$ cat config.mk
export PLATFORM = sky130hd
export DESIGN_NAME = omem_writeback
export DESIGN_NICKNAME = d
export VERILOG_FILES = /design/src/rtl/omem_pkg.sv /design/src/rtl/omem_wb_fifo.sv /design/src/rtl/omem_writeback.sv
export SDC_FILE = /design/constraint.sdc
export NUM_CORES = 1
export LEC_CHECK = 0
export BUFFER_PORTS_ARGS = -buffer_cell sky130_fd_sc_hd__clkbuf_2
export CORE_UTILIZATION = 58
export DETAILED_ROUTE_END_ITERATION = 8
export GPL_ROUTABILITY_DRIVEN = 0
export PLACE_DENSITY_LB_ADDON = 0.05
export SLEW_MARGIN = 20
export SYNTH_ARGS = -nofsm -noshare
export SYNTH_HDL_FRONTEND = slang
export SYNTH_SLANG_ARGS = --single-unit
$ cat constraint.sdc
create_clock -name CLK -period 4.4 [get_ports CLK]
set_clock_uncertainty 0.05 [all_clocks]
set_input_delay 0.44 -clock CLK [delete_from_list [all_inputs] [get_ports CLK]]
set_output_delay 0.44 -clock CLK [all_outputs]
set_load 0.1 [all_outputs]
$ cat src/rtl/omem_pkg.sv
// Shared types and defaults for the output-SRAM writeback block: widths, FSM states,
// error bit positions, the buffered-write entry layout and the address helper.
package omem_pkg;

  localparam int DATA_W           = 64;
  localparam int DST_W            = 4;
  localparam int ADDR_W           = 12;
  localparam int TILE_W           = 8;
  localparam int DEF_TILE_STRIDE  = 16;
  localparam int DEF_FIFO_DEPTH   = 4;

  localparam int ERR_OVF = 0;  // row dropped because the FIFO was full
  localparam int ERR_SEQ = 1;  // row or tile-done seen outside RUN

  typedef enum logic [1:0] {
    IDLE,
    RUN,
    DRAIN,
    DONE
  } state_t;

  typedef struct packed {
    logic [ADDR_W-1:0] addr;
    logic [DATA_W-1:0] data;
  } fifo_entry_t;

  // Global address of a tile-local row; wraps silently at 2^ADDR_W.
  function automatic logic [ADDR_W-1:0] calc_addr(input logic [ADDR_W-1:0] base,
                                                   input logic [TILE_W-1:0] tile_idx,
                                                   input logic [DST_W-1:0]  dst,
                                                   input int unsigned       stride);
    return base + ADDR_W'(32'(tile_idx) * stride) + ADDR_W'(dst);
  endfunction

endpackage

$ cat src/rtl/omem_wb_fifo.sv
// Show-ahead synchronous FIFO for pending OMEM writes; head entry is visible on rdata
// whenever the FIFO is not empty. Push while full succeeds only with a same-cycle pop.
module omem_wb_fifo
  import omem_pkg::*;
#(
  parameter int DEPTH = DEF_FIFO_DEPTH
) (
  input  logic                     CLK,
  input  logic                     RSTN,
  input  logic                     push,
  input  logic                     pop,
  input  fifo_entry_t              wdata,
  output fifo_entry_t              rdata,
  output logic                     full,
  output logic                     empty,
  output logic [$clog2(DEPTH):0]   count
);

  localparam int PW = $clog2(DEPTH);
  localparam int CW = PW + 1;

  fifo_entry_t     mem [DEPTH];
  logic [PW-1:0]   wr_ptr;
  logic [PW-1:0]   rd_ptr;
  logic            do_push;
  logic            do_pop;

  assign empty   = (count == '0);
  assign full    = (count == CW'(DEPTH));
  assign do_pop  = pop && !empty;
  assign do_push = push && (!full || do_pop);
  assign rdata   = mem[rd_ptr];

  always_ff @(posedge CLK or negedge RSTN) begin
    if (!RSTN) begin
      wr_ptr <= '0;
      rd_ptr <= '0;
      count  <= '0;
    end else begin
      // NOTE: state registers use non-blocking assignments so every flop samples pre-edge values.
      if (do_push) wr_ptr <= wr_ptr + PW'(1);
      if (do_pop)  rd_ptr <= rd_ptr + PW'(1);
      case ({do_push, do_pop})
        2'b10:   count <= count + CW'(1);
        2'b01:   count <= count - CW'(1);
        default: ;
      endcase
    end
  end

  // NOTE: storage has no reset; the pointers and count alone decide which entries are valid.
  always_ff @(posedge CLK) begin
    if (do_push) mem[wr_ptr] <= wdata;
  end

endmodule

$ cat src/rtl/omem_writeback.sv
// Buffers row writes from the MAC row-packer, relocates them to global OMEM addresses
// and issues them over a valid/ready port; tracks tiles per job and signals job completion.
module omem_writeback
  import omem_pkg::*;
#(
  parameter int TILE_STRIDE = DEF_TILE_STRIDE,
  parameter int FIFO_DEPTH  = DEF_FIFO_DEPTH
) (
  input  logic              CLK,
  input  logic              RSTN,
  input  logic              START,
  input  logic [ADDR_W-1:0] BASE_ADDR,
  input  logic [TILE_W-1:0] TILE_NUM,
  input  logic [DATA_W-1:0] OS_DATA,
  input  logic [DST_W-1:0]  OS_DST,
  input  logic              OS_WRITE,
  input  logic              OS_TDONE,
  output logic              MEM_REQ,
  output logic [ADDR_W-1:0] MEM_ADDR,
  output logic [DATA_W-1:0] MEM_WDATA,
  input  logic              MEM_READY,
  output logic              BUSY,
  output logic              JOB_DONE,
  output logic [1:0]        ERR
);

  localparam int CW = $clog2(FIFO_DEPTH) + 1;

  state_t            state, state_nx;
  logic [ADDR_W-1:0] base_q;
  logic [TILE_W-1:0] tile_num_q;
  logic [TILE_W-1:0] tile_idx_q;

  fifo_entry_t       push_entry;
  fifo_entry_t       head;
  logic              push, pop, full, empty;
  logic [CW-1:0]     count;
  logic              in_run, start_acc, load_out, drop;

  assign in_run    = (state == RUN);
  assign start_acc = (state == IDLE) && START;
  assign push      = in_run && OS_WRITE;
  // The output register may take a new entry when it is idle or being accepted this cycle.
  assign load_out  = !MEM_REQ || MEM_READY;
  assign pop       = load_out && !empty;
  assign drop      = push && full && !pop;

  assign push_entry.addr = calc_addr(base_q, tile_idx_q, OS_DST, TILE_STRIDE);
  assign push_entry.data = OS_DATA;

  omem_wb_fifo #(.DEPTH(FIFO_DEPTH)) u_fifo (
    .CLK   (CLK),
    .RSTN  (RSTN),
    .push  (push),
    .pop   (pop),
    .wdata (push_entry),
    .rdata (head),
    .full  (full),
    .empty (empty),
    .count (count)
  );

  always_comb begin
    // NOTE: defaults first so no path leaves a signal unassigned and infers a latch.
    state_nx = state;
    BUSY     = 1'b0;
    JOB_DONE = 1'b0;
    unique case (state)
      IDLE:  if (START) state_nx = RUN;
      RUN: begin
        BUSY = 1'b1;
        if (tile_idx_q == tile_num_q) state_nx = DRAIN;
      end
      DRAIN: begin
        BUSY = 1'b1;
        if ((count == '0) && !MEM_REQ) state_nx = DONE;
      end
      DONE: begin
        JOB_DONE = 1'b1;
        state_nx = IDLE;
      end
      default: state_nx = IDLE;
    endcase
  end

  always_ff @(posedge CLK or negedge RSTN) begin
    if (!RSTN) begin
      state      <= IDLE;
      base_q     <= '0;
      tile_num_q <= '0;
      tile_idx_q <= '0;
      ERR        <= '0;
    end else begin
      state <= state_nx;
      if (start_acc) begin
        base_q     <= BASE_ADDR;
        tile_num_q <= TILE_NUM;
        tile_idx_q <= '0;
        ERR        <= '0;
      end else if (in_run && OS_TDONE) begin
        tile_idx_q <= tile_idx_q + TILE_W'(1);
      end
      if (drop)                             ERR[ERR_OVF] <= 1'b1;
      if (!in_run && (OS_WRITE || OS_TDONE)) ERR[ERR_SEQ] <= 1'b1;
    end
  end

  always_ff @(posedge CLK or negedge RSTN) begin
    if (!RSTN) begin
      MEM_REQ   <= 1'b0;
      MEM_ADDR  <= '0;
      MEM_WDATA <= '0;
    end else if (load_out) begin
      MEM_REQ <= !empty;
      if (!empty) begin
        MEM_ADDR  <= head.addr;
        MEM_WDATA <= head.data;
      end
    end
  end

endmodule

==> impl_metrics.ini, run 1 <==
[hold_path]
hold_class = input pin to flop

[sta]
fmax_mhz = 369.7
fin_tns_setup_ns = 0
report.final.hold_viol_count = 0
finalSetupViolCount = 0
slew_headroom_pct = 31.86
rsz0062_at_grt = no
final.period_utilization_pct = 61.48
worst_pin_slew_ns = 1.022
whs_ns = 0.04951
setup_ws_ns = 1.695
drv_slew = 0
finalCriticalPeriod_ns = 2.705

[cts]
htreeDepth = 2
clk_pin_slew_ns = 0.05
cts_buffer_depth = 3
postCtsSetupBuffers = 0
cts_tree = built
numClockSinks = 420
cts_root_buffer = clkbuf_16
hold_buffers = 1
cts_made_buffers = 44
clk_latency_ns = 0.53
cts_resized = 0

[logic_synthesis]
syn_area_sq_mm = 0.01616
ys_ff_latch = 420
synthXorXnorAreaFrac_pct = 1.680
ys_seq_area_share_pct = 74.44
synth-compound-area-share_pct = 1.184
synth_top_family_by_area = multiplexers
synthMuxAreaShare_pct = 10.85
synth.avg_cell_area_sq_um = 16.59
yosys.area_share.simple_pct = 8.485
synth_warnings = 0
ys_types = 43
synth_nets = 1091
synth_fa_ha_area_share_pct = 1.874
syn_inst = 974

[worst_setup_path]
reg2reg_depth = 6
endpoint = u_fifo.mem[0][38]
cp.required_ns = 4.55
path_max_fanout = 40
worstReg2RegEnd = u_fifo.mem[0][38]
cp_slowest_stage_delay_ns = 0.64
critPathArrivalTime_ns = 2.85
cp-start-kind = flop
critPathKind = flop to flop
path_depth = 6
worstReg2RegStart = state[1]
r2r_slack_ns = 1.70
critPathLaunch = state[1]
crit_chain = inv_1 -> ha_1 -> nand2_1 -> a31oi_2 -> and2_4 -> buf_4
cp_top_family = simple AND/OR/NAND/NOR gates
crit_slowest_cell = and2_4
endpoint_kind = flop
crit_buf_inv = 2

[grt]
overflow = 0
grt_pass1_wl_mm = 47.33
grt_pass1_vias = 8685
grt_max_degree = 80
antenna_found_initial = 2
grt_usage_pct = 21.98

[detailed_routing]
antenna_left = 0
viasPerCell = 5.344
routed_wl_mm = 29.74
first_pass_iters = 5
drc = 0
drt-initial-drc-count = 513
dr_total_vias = 8401
avgRoutedWirePerCell_um = 18.92

[cells_and_area]
drive_above_1_share_pct = 27.92
synthToLayoutAreaGrowth_pct = 16.24
antennaDiodeCount = 0
nNetsFinal = 1283

[placement]
portBuffers = 174
place_ws_ns = 1.661
place_hpwl_mm = 17.90

[run]
maxCapViolations = 0

[die]
start_util_pct = 59.47
pin_count = 175
rows = 60
die_x_um = 168.9
dieHeight_um = 168.9
dieArea_sq_mm = 0.02854
core_sq_mm = 0.02718

[run_status]
status = complete, no violations
registers in the layout (all words and copies together) (netlist names):
register,count
MEM_ADDR,12
MEM_REQ,1
state,2
base_q,12
u_fifo.mem,304
u_fifo.rd_ptr,2
u_fifo.wr_ptr,2
MEM_WDATA,64
ERR,2
tile_num_q,8
tile_idx_q,8
u_fifo.count,3
cells in the mapped netlist:
cell / count / share of area (%)
and2_1: 6 / 0.23
a21oi_1: 6 / 0.19
o21ai_2: 2 / 0.11
o21bai_1: 1 / 0.046
nor3_2: 1 / 0.062
ha_1: 21 / 1.6
mux2i_1: 2 / 0.12
mux2_1: 2 / 0.14
or3_1: 1 / 0.039
nand2_2: 1 / 0.039
buf_1: 5 / 0.12
and2b_1: 1 / 0.046
buf_6: 4 / 0.28
nor2_2: 1 / 0.039
mux4_2: 76 / 11
o21ai_0: 5 / 0.15
a2111oi_2: 1 / 0.093
buf_4: 4 / 0.19
a21o_1: 2 / 0.093
nor2_1: 15 / 0.35
xnor2_1: 23 / 1.2
and3_1: 1 / 0.039
nand3_1: 6 / 0.19
a31oi_2: 1 / 0.077
nand2b_1: 2 / 0.077
inv_1: 6 / 0.14
xor2_1: 8 / 0.43
edfxtp_1: 304 / 56
a31o_1: 1 / 0.054
a211oi_2: 1 / 0.077
a31oi_1: 1 / 0.039
nand2_1: 303 / 7.0
a21oi_2: 1 / 0.054
a311oi_1: 1 / 0.054
or3_4: 1 / 0.070
fa_1: 2 / 0.25
buf_2: 14 / 0.43
nor2b_1: 1 / 0.039
o21ai_1: 3 / 0.093
clkbuf_1: 14 / 0.33
nand4_1: 6 / 0.23
o2111ai_1: 1 / 0.054
dfrtp_1: 116 / 18
metal layers:
| layer | track usage (%) | part of all wire (%) |
|---|---|---|
| met3 | 4.068 | 5.3 |
| met4 | 5.692 | 1.7 |
| met5 | 0 | 0.091 |
| met1 | 30.65 | 44 |
| met2 | 36.24 | 49 |
cell families after synthesis:
family | count (synthesis)
DFF | 420
and+or+nand+nor | 346
muxes | 80
buffers and inverters | 47
xor gates and xnor gates | 31
AOI/OAI and AO/OA | 27
adders and majority gates | 23
cell usage in the layout (no fill, tap or decap), types with 3 or more instances in the layout:
master and n:
a21oi_1 6, and2_4 4, buf_4 10, clkbuf_1 18, clkbuf_16 45, clkbuf_2 173
clkinv_1 5, clkinv_2 7, dfrtp_1 114, edfxtp_1 304, ha_1 21, inv_1 6
mux4_2 76, nand2_1 303, nand3_1 6, nand4_1 6, nor2_1 15, o21ai_0 5
o21ai_1 3, xnor2_1 23, xor2_1 8
metrics by stage:
stage	instance area (sq um)	utilization [%]	std cells
finish	18790	69.13	1572
global route	18790	69.13	1572
CTS	18790	69.13	1572
detailed placement	17430	64.14	1491
global placement	17430	64.14	1491
floorplan	16160	-	974
area by class of cell:
class | count | area [sq um]
Inverter | 6 | 22.52
Fill cell | 1897 | 8389
Clock inverter | 15 | 125.1
Tap cell | 372 | 465.4
Sequential cell | 420 | 12040
Timing Repair Buffer | 187 | 1002
Clock buffer | 65 | 1221
Multi-Input combinational cell | 507 | 3911
worst min-delay path by stage:
stage                              from            end  slack (ns)  depth (start not counted)
after CTS                   TILE_NUM[4]  tile_num_q[4]        0.03                          3
after floorplan                    RSTN         ERR[0]        0.09                          0
final                       TILE_NUM[4]  tile_num_q[4]        0.05                          3
after global routing        TILE_NUM[2]  tile_num_q[2]        0.05                          3
after global placement    MEM_WDATA[55]  MEM_WDATA[55]        0.41                          2
after detailed placement  MEM_WDATA[14]  MEM_WDATA[14]        0.41                          2
worst register-to-register path: cells and delay by family, from the launching register on:
kind | cells | cell delay (ns)
compound gates | 1 | 0.43
fa+ha+maj | 1 | 0.20
buf+inv | 2 | 0.54
flops | 1 | 0.41
simple gates | 2 | 0.76
Power of run 1 is left out: the tool's default activity adds up to more than one toggle a clock period on the data nets, which glitch-free logic cannot reach.
==> run 2: changes to the inputs <==
--- a/config.mk
+++ b/config.mk
@@ -5,6 +5,7 @@
 export SDC_FILE = /design/constraint.sdc
 export NUM_CORES = 1
 export LEC_CHECK = 0
+export ABC_AREA = 1
 export BUFFER_PORTS_ARGS = -buffer_cell sky130_fd_sc_hd__clkbuf_2
 export CORE_UTILIZATION = 58
 export DETAILED_ROUTE_END_ITERATION = 8
==> constraint.sdc (replaced) <==
create_clock -name CLK -period 2.5 [get_ports CLK]
set_clock_uncertainty 0.05 [all_clocks]
set_input_delay 0.25 -clock CLK [delete_from_list [all_inputs] [get_ports CLK]]
set_output_delay 0.25 -clock CLK [all_outputs]
set_load 0.1 [all_outputs]
==> impl_metrics.ini, run 2 <==
[sta]
rsz0062_at_grt = no
fmax_mhz = 466.3
drv_slew = 0
finalSetupViolCount = 0
report.final.hold_viol_count = 0
final.period_utilization_pct = 85.78
worst_pin_slew_ns = 0.7092
whs_ns = 0.03962
finalCriticalPeriod_ns = 2.145
slew_headroom_pct = 52.72

[grt]
antenna_found_initial = 0
overflow = 0
grt_pass1_wl_mm = 55.22
grt_pass1_vias = 10880
grt_usage_pct = 24.54
grt_max_degree = 135

[logic_synthesis]
synth_ff_type = edfxtp_1
ys_ff_latch = 420
syn_inst = 1395
synth.largest_area_cell = edfxtp_1
synth_nets = 1512
synth_common_cells = nor2_1 (408), edfxtp_1 (304), nand2_1 (120)
synthArstFlopShare_pct = 27.62
syn_area_sq_mm = 0.01665
synth_edf_count = 304
ys_types = 34
synth.avg_cell_area_sq_um = 11.93
netlist_top_cells_area = edfxtp_1 (55%), dfrtp_1 (17%), nor2_1 (9.2%)
synth_warnings = 0
yosysMostFrequentCell = nor2_1
yosys.area.top_type_share_pct = 54.84
ys_seq_area_share_pct = 72.28

[cts]
clk_latency_ns = 0.53
cts_buffer_depth = 3
cts_made_buffers = 43
postCtsSetupBuffers = 0
cts_root_buffer = clkbuf_16
numClockSinks = 420
htreeDepth = 2
cts_tree = built
clk_pin_slew_ns = 0.06

[cells_and_area]
ff_latch_area_sq_mm = 0.01204
synthToLayoutAreaGrowth_pct = 21.57
largestRegisters = u_fifo.mem (304), MEM_WDATA (64)
drive_above_1_share_pct = 16.79
largest_register_ffs = 304
mostFrequentLayoutCell = nor2_1
nNetsFinal = 1775
regMostFlops = u_fifo.mem
layout_common_cells = nor2_1 (404), edfxtp_1 (304), clkbuf_2 (173), nand2_1 (118), dfrtp_1 (113)
fin_cells = 2069
multi_input_area_sq_mm = 0.004085
nFillCells = 1895
antennaDiodeCount = 0

[worst_setup_path]
cp-start-kind = flop
critPathKind = flop to output port
path_max_fanout = 4
endpoint_kind = output port
critPathArrivalTime_ns = 1.84
cp.required_ns = 2.20

[power]
intPower_w = 0.01539
power.density_mw_per_mm2 = 1396
switching_share_pct = 45.51
seqPwrFrac_pct = 35.2
power.net_switching_w = 0.01286
clkPwrFrac_pct = 21.3
p_comb_share_pct = 43.5
p_leak_nw = 7.862
ir_drop_mv = 0.9900

[detailed_routing]
first_pass_iters = 5
antenna_left = 0
drc = 0
dr_total_vias = 11040
avgRoutedWirePerCell_um = 17.00
routed_wl_mm = 35.18
drt-initial-drc-count = 828
viasPerCell = 5.337

[die]
dieArea_sq_mm = 0.02938
rows = 61
core_sq_mm = 0.02801
pin_count = 175
die_x_um = 171.4
dieHeight_um = 171.4
start_util_pct = 59.43

[run]
maxCapViolations = 0

[placement]
portBuffers = 174
place_hpwl_mm = 19.85
dp_cells = 1903

[run_status]
status = complete, no violations

[hold_path]
hold_class = input pin to flop
==> run 2: path summary, 6_finish.rpt <==
kind | start | end | slack, ns | cells after the start
max | state[0] | BUSY | 0.36 | 3
min | START | ERR[0] | 0.04 | 4
max reg2reg | state[1] | u_fifo.mem[0][26] | 0.36 | 7
min reg2reg | base_q[7] | base_q[7] | 0.44 | 2
max in group asynchronous | RSTN | u_fifo.rd_ptr[0] | 1.49 | 3
min in group asynchronous | RSTN | MEM_WDATA[11] | 0.33 | 3
==> run 2: power groups by stage <==
stage,clock [W],combinational [W],sequential [W]
after floorplan,0,0.00522,0.0145
after global placement,0,0.0121,0.0100
after detailed placement,0,0.0122,0.0101
after CTS,0.00611,0.0124,0.00995
after global routing,0.00635,0.0133,0.0101
final,0.00600,0.0123,0.00995
==> run 2: logic make-up (layout without fill, tap and decap cells) <==
family / count (synthesis) / after routing / share of synthesized area, %
xor+xnor: 15 / 15 / 0.7892
simple gates: 555 / 555 / 12.85
compound gates: 267 / 267 / 8.719
flops: 420 / 420 / 72.28
buf+inv: 115 / 411 / 3.540
fa+ha+maj: 23 / 23 / 1.819
==> run 2: critical path, cell delays in order (launching register included) <==
cell and delay [ns]:
dfrtp_1 0.44, inv_1 0.11, ha_1 0.31, clkbuf_2 0.46
==> run 2: stage by stage <==
stage | setup TNS [ns] | power [W] | utilization [%] | cell area [sq um] | worst slack, ns
CTS | 0 | 0.02843 | 72.25 | 20240 | 0.3237
finish | 0 | 0.02825 | 72.25 | 20240 | 0.3555
global route | 0 | 0.02972 | 72.25 | 20240 | 0.2564
detailed placement | 0 | 0.02231 | 64.39 | 18040 | 0.3526
floorplan | -0.6736 | 0.01971 | - | 16710 | -0.008864
global placement | 0 | 0.02208 | 64.39 | 18040 | 0.3845
==> run 2: cell type report <==
cell class | instances | share of cell area (%)
Clock inverter | 18 | 0.7419
Sequential cell | 420 | 59.51
Multi-Input combinational cell | 860 | 20.19
Timing Repair Buffer | 289 | 10.60
Clock buffer | 60 | 5.781
Inverter | 44 | 0.8470
Tap cell | 378 | 2.337
==> run 2: metal layers <==
| layer | GRT usage [%] | share of wire [%] | up-vias |
|---|---|---|---|
| li1 | - | - | 5383 |
| met1 | 33.10 | 45 | 5341 |
| met2 | 41.71 | 49 | 265 |
| met3 | 3.474 | 4.4 | 54 |
| met4 | 7.259 | 1.8 | 0 |
| met5 | 0 | 0 | - |
==> run 2: timing repair <==
| item | 4_1_cts | 5_1_grt |
|---|---|---|
| gates resized for setup | 0 | 0 |
| hold endpoints to repair | 395 | 0 |
| hold buffers | 88 | 0 |
(Power assumes the default switching activity.)
==> run 3: changes to the inputs <==
--- a/config.mk
+++ b/config.mk
@@ -11,6 +11,7 @@
 export DETAILED_ROUTE_END_ITERATION = 8
 export GPL_ROUTABILITY_DRIVEN = 0
 export PLACE_DENSITY_LB_ADDON = 0.05
+export SETUP_SLACK_MARGIN = 0.5
 export SLEW_MARGIN = 20
 export SYNTH_ARGS = -nofsm -noshare
 export SYNTH_HDL_FRONTEND = slang
==> impl_metrics.ini, run 3 (synthesis gave the netlist of run 2 again) <==
[grt]
grt_pass1_vias = 11100
grt_pass1_wl_mm = 57.36
overflow = 0
grt_max_degree = 154
grt_use_met2_pct = 42.72
antenna_found_initial = 0
busiest_layer = met2
grt_usage_pct = 25.35
grt_use_met1_pct = 34.71
grt_use_met3_pct = 3.682

[worst_setup_path]
cp_slowest_stage_delay_ns = 0.44
reg2reg_depth = 7
crit_buf_inv = 2
crit_slowest_cell = dfrtp_1
critPathKind = flop to output port
critPathArrivalTime_ns = 1.65
worstReg2RegStart = base_q[0]
crit_chain = inv_1 -> ha_1 -> clkbuf_8
cp-start-kind = flop
cp.required_ns = 2.20
cp_top_family = flip-flops
path_max_fanout = 4
r2r_slack_ns = 0.56
worstReg2RegEnd = u_fifo.mem[1][72]
endpoint_kind = output port

[sta]
drv_slew = 0
rsz0062_at_grt = yes
whs_ns = 0.07329
slew_headroom_pct = 32.76
final.period_utilization_pct = 77.98
finalSetupViolCount = 0
worst_pin_slew_ns = 1.009
finalCriticalPeriod_ns = 1.950
fmax_mhz = 512.9
fin_tns_setup_ns = 0
setup_ws_ns = 0.5505
report.final.hold_viol_count = 0

[cells_and_area]
regMostFlops = u_fifo.mem
largest_register_ffs = 304
largestRegisters = u_fifo.mem (304), MEM_WDATA (64)
mostFrequentLayoutCell = nor2_1
layout_common_cells = nor2_1 (403), edfxtp_1 (304), clkbuf_2 (172), nand2_1 (117), dfrtp_1 (113)
nNetsFinal = 1784
nFillCells = 1880
synthToLayoutAreaGrowth_pct = 23.99
antennaDiodeCount = 0
drive_above_1_share_pct = 18.57
fin_area_sq_mm = 0.02064

[die]
dieHeight_um = 171.4
pin_count = 175
start_util_pct = 59.43
core_sq_mm = 0.02801
rows = 61
die_x_um = 171.4
dieArea_sq_mm = 0.02938

[hold_path]
hold_end = u_fifo.mem[3][64]
hold_class = input pin to flop
hold_start = OS_DST[0]
hold_path_depth = 2

[placement]
place_area_sq_mm = 0.01810
place_hpwl_mm = 20.68
place_ws_ns = 0.4529
portBuffers = 174

[power]
clkPwrFrac_pct = 23.3
intPower_w = 0.01618
p_comb_share_pct = 42.8
power_w = 0.02918
seqPwrFrac_pct = 33.9
ir_drop_mv = 1.294
p_leak_nw = 8.056
power.net_switching_w = 0.01300
switching_share_pct = 44.55
power.density_mw_per_mm2 = 1414

[cts]
cts_made_buffers = 43
cts_tree = built
cts_root_buffer = clkbuf_16
htreeDepth = 2
clk_latency_ns = 0.54
clk_pin_slew_ns = 0.06
numClockSinks = 420
cts_buffer_depth = 3

[detailed_routing]
drt-initial-drc-count = 926
routed_wl_mm = 36.17
drc = 0
avgRoutedWirePerCell_um = 17.39
dr_total_vias = 11210
viasPerCell = 5.388
first_pass_iters = 5
antenna_left = 0

[run]
maxCapViolations = 0

[run_status]
status = complete, no violations
==> run 3: cell types whose count changed in the layout (fill, tap and decap cells not counted), sizes merged <==
cell,change
clkbuf,-8
dlygate4sd3,+1
clkinv,+5
buf,+7
bufinv,+6
==> run 3: per-layer routing <==
metal / share of wire, % / vias up
met3: 5.4 / 54
met5: 0 / -
met4: 1.7 / 0
li1: - / 5390
met2: 49 / 343
met1: 44 / 5419
==> run 3: area by class of cell <==
| class | instances | area (sq um) | share of cell area [%] |
|---|---|---|---|
| sequential | 420 | 12040 | 58.35 |
| multi-input combinational | 860 | 4118 | 19.95 |
| timing repair buffer | 298 | 2303 | 11.16 |
| clock buffer | 51 | 1167 | 5.656 |
| tap | 378 | 473.0 | 2.291 |
| clock inverter | 29 | 364.1 | 1.764 |
| inverter | 44 | 171.4 | 0.8305 |
==> run 3: how the worst max path moves through the flow <==
stage | startpoint | endpoint | slack (ns) | cells past startpoint
floorplan | MEM_REQ | u_fifo.mem[0][0] | -0.009 | 3
global placement | state[1] | u_fifo.mem[1][30] | 0.49 | 7
detailed placement | state[1] | u_fifo.mem[1][33] | 0.45 | 7
CTS | state[1] | u_fifo.mem[3][61] | 0.51 | 7
global route | base_q[0] | u_fifo.mem[1][72] | 0.43 | 7
finish | state[0] | BUSY | 0.55 | 3
==> run 3: power groups by stage <==
stage               clock (W)  sequential, W  combinational, W
finish                0.00680        0.00990            0.0125
global route          0.00717         0.0100            0.0135
CTS                   0.00690        0.00991            0.0125
detailed placement          0         0.0100            0.0123
global placement            0         0.0100            0.0121
floorplan                   0         0.0145           0.00522
==> run 3: what timing repair did <==
item | in CTS | in global routing
endpoints found under the hold margin | 303 | 0
setup endpoints to repair | 76 | 136
pin swaps | 1 | 2
hold buffers | 89 | 0
buffers inserted | 2 | 2
gates cloned | 0 | 1
resized for setup | 2 | 12
==> run 3: stage by stage <==
stage | utilization, % | std cells
after floorplan | - | 1395
after global placement | 64.60 | 1906
after detailed placement | 64.60 | 1906
after CTS | 73.38 | 2077
after global routing | 73.69 | 2080
final | 73.69 | 2080
